`config.mk`:
```
export PLATFORM = sky130hd
export DESIGN_NAME = merge_align_unit
export DESIGN_NICKNAME = d
export VERILOG_FILES = /design/src/rtl/merge_align_unit.sv
export SDC_FILE = /design/constraint.sdc
export NUM_CORES = 1
export LEC_CHECK = 0
export ABC_AREA = 1
export ABC_CLOCK_PERIOD_IN_PS = 3600
export CAP_MARGIN = 20
export CORE_MARGIN = 4
export CORE_UTILIZATION = 35
export CTS_CLUSTER_DIAMETER = 200
export DETAILED_ROUTE_END_ITERATION = 12
export GPL_TIMING_DRIVEN = 0
export PLACE_DENSITY = 0.58
export SLEW_MARGIN = 10
export SYNTH_ARGS = -nofsm -noshare
export SYNTH_HDL_FRONTEND = slang
export SYNTH_SLANG_ARGS = --single-unit
```
`constraint.sdc`:
```
create_clock -name clk_i -period 3.6 [get_ports clk_i]
set_input_delay 0.72 -clock clk_i [delete_from_list [all_inputs] [get_ports clk_i]]
set_output_delay 0.72 -clock clk_i [all_outputs]
set_load 0.02 [all_outputs]
```
`src/rtl/merge_align_unit.sv`:
```
// rtl/merge_align_unit.sv - misaligned load merge/extract unit with in-order result buffer
module merge_align_unit #(
  parameter int unsigned XLEN          = 32,
  parameter int unsigned TRANS_ID_BITS = 3,
  parameter int unsigned DEPTH         = 2
) (
  input  logic                         clk_i,
  input  logic                         rst_ni,
  input  logic                         flush_i,
  input  logic                         valid_i,
  output logic                         ready_o,
  input  logic [XLEN-1:0]              operand_lo_i,
  input  logic [XLEN-1:0]              operand_hi_i,
  input  logic [$clog2(XLEN/8)-1:0]    offset_i,
  input  logic [1:0]                   size_i,
  input  logic                         sign_ext_i,
  input  logic [TRANS_ID_BITS-1:0]     trans_id_i,
  output logic [XLEN-1:0]              result_o,
  output logic [TRANS_ID_BITS-1:0]     trans_id_o,
  output logic                         valid_o,
  input  logic                         ready_i,
  output logic                         illegal_o
);

  localparam int unsigned OFF_W = $clog2(XLEN/8);
  localparam int unsigned PTR_W = (DEPTH > 1) ? $clog2(DEPTH) : 1;
  localparam int unsigned CNT_W = $clog2(DEPTH + 1);

  // Buffer bookkeeping
  logic [PTR_W-1:0] wr_ptr;
  logic [PTR_W-1:0] rd_ptr;
  logic [CNT_W-1:0] count;

  // Buffer storage
  logic [XLEN-1:0]          res_mem [DEPTH];
  logic [TRANS_ID_BITS-1:0] id_mem  [DEPTH];
  logic                     ill_mem [DEPTH];

  // Handshake qualifiers
  logic push;
  logic pop;
  logic head_valid;

  // Extraction datapath
  logic [2*XLEN-1:0] shifted;
  logic [6:0]        field_bits;
  logic              field_top;
  logic [XLEN-1:0]   keep_mask;
  logic [XLEN-1:0]   extracted;
  logic              size_illegal;

  // ready_o only looks at stored occupancy so it never depends on the consumer
  assign ready_o    = (count < CNT_W'(DEPTH));
  assign head_valid = (count != '0) && !flush_i;
  assign valid_o    = head_valid;

  // A flush cycle swallows both sides of the handshake
  assign push = valid_i && ready_o && !flush_i;
  assign pop  = head_valid && ready_i;

  // Align the requested byte to bit 0 of the concatenated double word
  always_comb begin
    shifted = {operand_hi_i, operand_lo_i} >> {offset_i, 3'b000};
  end

  // Select field width and the bit used for sign extension
  always_comb begin
    field_bits   = 7'd8;
    field_top    = shifted[7];
    size_illegal = 1'b0;
    case (size_i)
      2'b00: begin
        field_bits = 7'd8;
        field_top  = shifted[7];
      end
      2'b01: begin
        field_bits = 7'd16;
        field_top  = shifted[15];
      end
      2'b10: begin
        field_bits = 7'd32;
        field_top  = shifted[31];
      end
      default: begin
        field_bits   = 7'(XLEN);
        field_top    = shifted[XLEN-1];
        size_illegal = (XLEN == 32);
      end
    endcase
  end

  // Keep the field and fill the upper bits; a full-width field gets an all-ones
  // mask so nothing is extended
  always_comb begin
    keep_mask = ~({XLEN{1'b1}} << field_bits);
    if (size_illegal) begin
      extracted = '0;
    end else if (sign_ext_i && field_top) begin
      extracted = (shifted[XLEN-1:0] & keep_mask) | ~keep_mask;
    end else begin
      extracted = shifted[XLEN-1:0] & keep_mask;
    end
  end

  // Pointers and occupancy; flush wins over any same-cycle push/pop
  always_ff @(posedge clk_i or negedge rst_ni) begin
    if (!rst_ni) begin
      wr_ptr <= '0;
      rd_ptr <= '0;
      count  <= '0;
    end else if (flush_i) begin
      wr_ptr <= '0;
      rd_ptr <= '0;
      count  <= '0;
    end else begin
      if (push) begin
        wr_ptr <= (wr_ptr == PTR_W'(DEPTH - 1)) ? '0 : wr_ptr + 1'b1;
      end
      if (pop) begin
        rd_ptr <= (rd_ptr == PTR_W'(DEPTH - 1)) ? '0 : rd_ptr + 1'b1;
      end
      case ({push, pop})
        2'b10:   count <= count + 1'b1;
        2'b01:   count <= count - 1'b1;
        default: count <= count;
      endcase
    end
  end

  // Result storage is only meaningful under count, so it needs no reset
  always_ff @(posedge clk_i) begin
    if (push) begin
      res_mem[wr_ptr] <= extracted;
      id_mem[wr_ptr]  <= trans_id_i;
      ill_mem[wr_ptr] <= size_illegal;
    end
  end

  // Present the head entry, forced to zero whenever nothing is valid
  always_comb begin
    result_o   = '0;
    trans_id_o = '0;
    illegal_o  = 1'b0;
    if (head_valid) begin
      result_o   = res_mem[rd_ptr];
      trans_id_o = id_mem[rd_ptr];
      illegal_o  = ill_mem[rd_ptr];
    end
  end

endmodule

```
==> flow_summary.json <==
{
  "outcome": "finished clean",
  "p_per_area_nw_per_um2": 443,
  "finalPower_mw": 2.65,
  "crit_fanout": 10,
  "wl_per_cell_um": 16.2,
  "maxSlewViolCount": 0,
  "cts_tree": "yes",
  "gp_congestion": 0.854,
  "finClkSkew_ns": 0.00885,
  "fin_cells": 773,
  "rows": 40,
  "coreArea_um2": 12100,
  "endpoint": "result_o[29]",
  "track_usage": 0.177,
  "vias_per_cell": 4.86,
  "endpoint_kind": "primary output",
  "grt_max_degree": 28,
  "area_growth_syn_to_layout_pct": 36.8,
  "worst_slack_ns": 0.191,
  "fin_crit_ns": 3.41,
  "numPortBuffers": 106,
  "drt_first_pass_iters": 4,
  "rr_worst_depth": 6,
  "synth_area_per_cell_um2": 9.06,
  "pwr-share-comb": 0.277,
  "antenna_found_initial": 0,
  "grt-ovfl-total": 0,
  "internal_power_mw": 1.91,
  "io_pins": 115,
  "dp_slack_ns": 0.123,
  "start_kind": "input port",
  "ys_ff_latch": 76,
  "setup_viol_count_final": 0,
  "drt_iter0_drc": 214,
  "die_area_um2": 14300,
  "path_clk_slew_ns": 0.06,
  "ir_worst_vdd_mv": 0.163,
  "synth.area.top_cells": "edfxtp_1 49%, nand2_1 11%, mux2_2 9.3%",
  "fin_crit_sh": 0.947,
  "hp-class": "flop to flop",
  "power.switching_mw": 0.738,
  "p_leak_nw": 2.45,
  "synth_nets": 560,
  "cp_data_required_time_ns": 2.88,
  "cp.arrival_ns": 2.69,
  "via_count": 3755,
  "startpoint": "flush_i",
  "htreeDepth": 3,
  "grt_pass1_vias": 3864,
  "yosysUniqueCellTypes": 26,
  "routed_wl_um": 12500,
  "drtAntennaViolNets": 0,
  "final_util": 0.494,
  "final_area_um2": 5980,
  "finalHoldViolations": 0,
  "die-height_um": 120,
  "ys_seq_area_frac": 0.518,
  "clkPwrFrac": 0.318,
  "drive_gt1_frac": 0.147,
  "seqPwrFrac": 0.405,
  "grt_pass1_wl_um": 19700,
  "fin_nets": 679,
  "yosys_warnings": 0,
  "drc": 0,
  "hpwl_um": 9780,
  "crit_type": "input port to primary output",
  "syn_inst": 482,
  "diodes": 0,
  "worstReg2RegStart": "count[1]",
  "syn_area_um2": 4370,
  "dpl-instance-area_um2": 5700,
  "dp.cells": 758,
  "clkSinkCount": 76,
  "rsz0062_at_grt": "false",
  "tightest_slew_ns": 0.636,
  "regToRegSetupSlack_ns": 1.88,
  "clock_latency_ns": 0.33,
  "cts_buffer_depth": 2,
  "cap_viol_max_count": 0,
  "yosysTopAreaCellShare": 0.495,
  "switching_share": 0.279,
  "cts_buffers": 9,
  "clockRootBuffer": "clkbuf_16",
  "reg2reg_to": "res_mem[0][1]",
  "relSlewSlack": 0.576,
  "start_util": 0.361,
  "max_freq_ghz": 0.293,
  "yosysTopAreaCell": "edfxtp_1",
  "die_width_um": 120
}
critical path, stage by stage:
cell and delay [ns]:
clkdlybuf4s50_1 0.46, a21oi_1 0.21, clkbuf_4 0.25, buf_2 0.25, nand2_1 0.11, inv_1 0.07, clkdlybuf4s50_1 0.61
through the flow:
stage / TNS (ns) / hold slack [ns]
floorplan: 0 / 0.424
global placement: -49.62 / 0.470
detailed placement: 0 / 0.525
CTS: 0 / 0.538
global route: 0 / 0.554
finish: 0 / 0.541
area by class of cell:
cell class,instances,area (µm²)
multi-input cells,326,1790
clock inverters,6,55.1
flip-flops and latches,76,2260
clock buffers,9,225
plain buffers,30,151
well taps,168,210
inverters,50,188
fillers,1190,6130
repair buffers,108,1100
cells by family after synthesis:
| family | share of synthesized area |
|---|---|
| adder cells (fa/ha/maj) | 0.00286 |
| multiplexers | 0.0928 |
| XOR/XNOR | 0.00401 |
| AO/OA/AOI/OAI | 0.141 |
| AND/OR/NAND/NOR | 0.165 |
| buffers and inverters | 0.0770 |
| flip-flops | 0.518 |
placed cells by master (no fill, tap or decap), drive strengths merged:
cell type,netlist,layout
clkdlybuf4s50,0,106
o211ai,1,1
o22ai,1,1
bufinv,0,1
nand3,20,20
mux2,36,36
ha,1,1
xor2,1,1
nor2,35,35
edfxtp,72,72
inv,50,51
buf,21,22
xnor2,1,1
o21ai,58,58
a21boi,1,1
a31oi,13,13
nand2,124,124
a21oi,34,34
dfrtp,4,4
clkinv,0,4
clkbuf,9,19
synth_stat cells (all sizes together):
| cell type | number |
|---|---|
| nand2 | 124 |
| edfxtp | 72 |
| o21ai | 58 |
| inv | 50 |
| mux2 | 36 |
| nor2 | 35 |
| a21oi | 34 |
| buf | 21 |
| nand3 | 20 |
| a31oi | 13 |
| clkbuf | 9 |
| dfrtp | 4 |
| a21boi | 1 |
| ha | 1 |
| o211ai | 1 |
| o22ai | 1 |
| xnor2 | 1 |
| xor2 | 1 |
routing by layer:
layer	vias to the layer above	GRT usage	part of all wire
met5	-	0	0
met4	0	0.0573	0.016
met3	12	0.0368	0.057
met2	117	0.295	0.47
met1	1750	0.231	0.45
li1	1876	-	-
how the worst min path moves through the flow:
| stage | startpoint | end | slack (ns) | cells after the start |
|---|---|---|---|---|
| 2_1_floorplan | rst_ni | count[0] | 0.42 | 0 |
| 3_3_place_gp | wr_ptr | wr_ptr | 0.47 | 1 |
| 3_5_place_dp | count[0] | count[0] | 0.52 | 2 |
| 4_1_cts | count[0] | count[0] | 0.54 | 2 |
| 5_1_grt | count[0] | count[0] | 0.55 | 2 |
| 6_report | count[0] | count[0] | 0.54 | 2 |
flip-flops by register name (all words and copies together) (netlist names):
name and cells:
ill_mem 2, wr_ptr 1, id_mem 6, rd_ptr 1, count 2, res_mem 64
timing repair:
action                                  in CTS  in global routing
endpoints found under the setup margin       0                  1
gates resized for setup                      0                  1
setup buffers                                0                  0
hold buffers                                 0                  0
power by group through the flow:
stage,Combinational [mW],Sequential [mW],Clock (mW)
2_1_floorplan,0.427,1.09,0
3_3_place_gp,0.722,1.09,0
3_5_place_dp,0.739,1.09,0
4_1_cts,0.743,1.07,0.859
5_1_grt,0.805,1.08,0.904
6_report,0.735,1.07,0.843
Power figures use the tool's default switching activity.
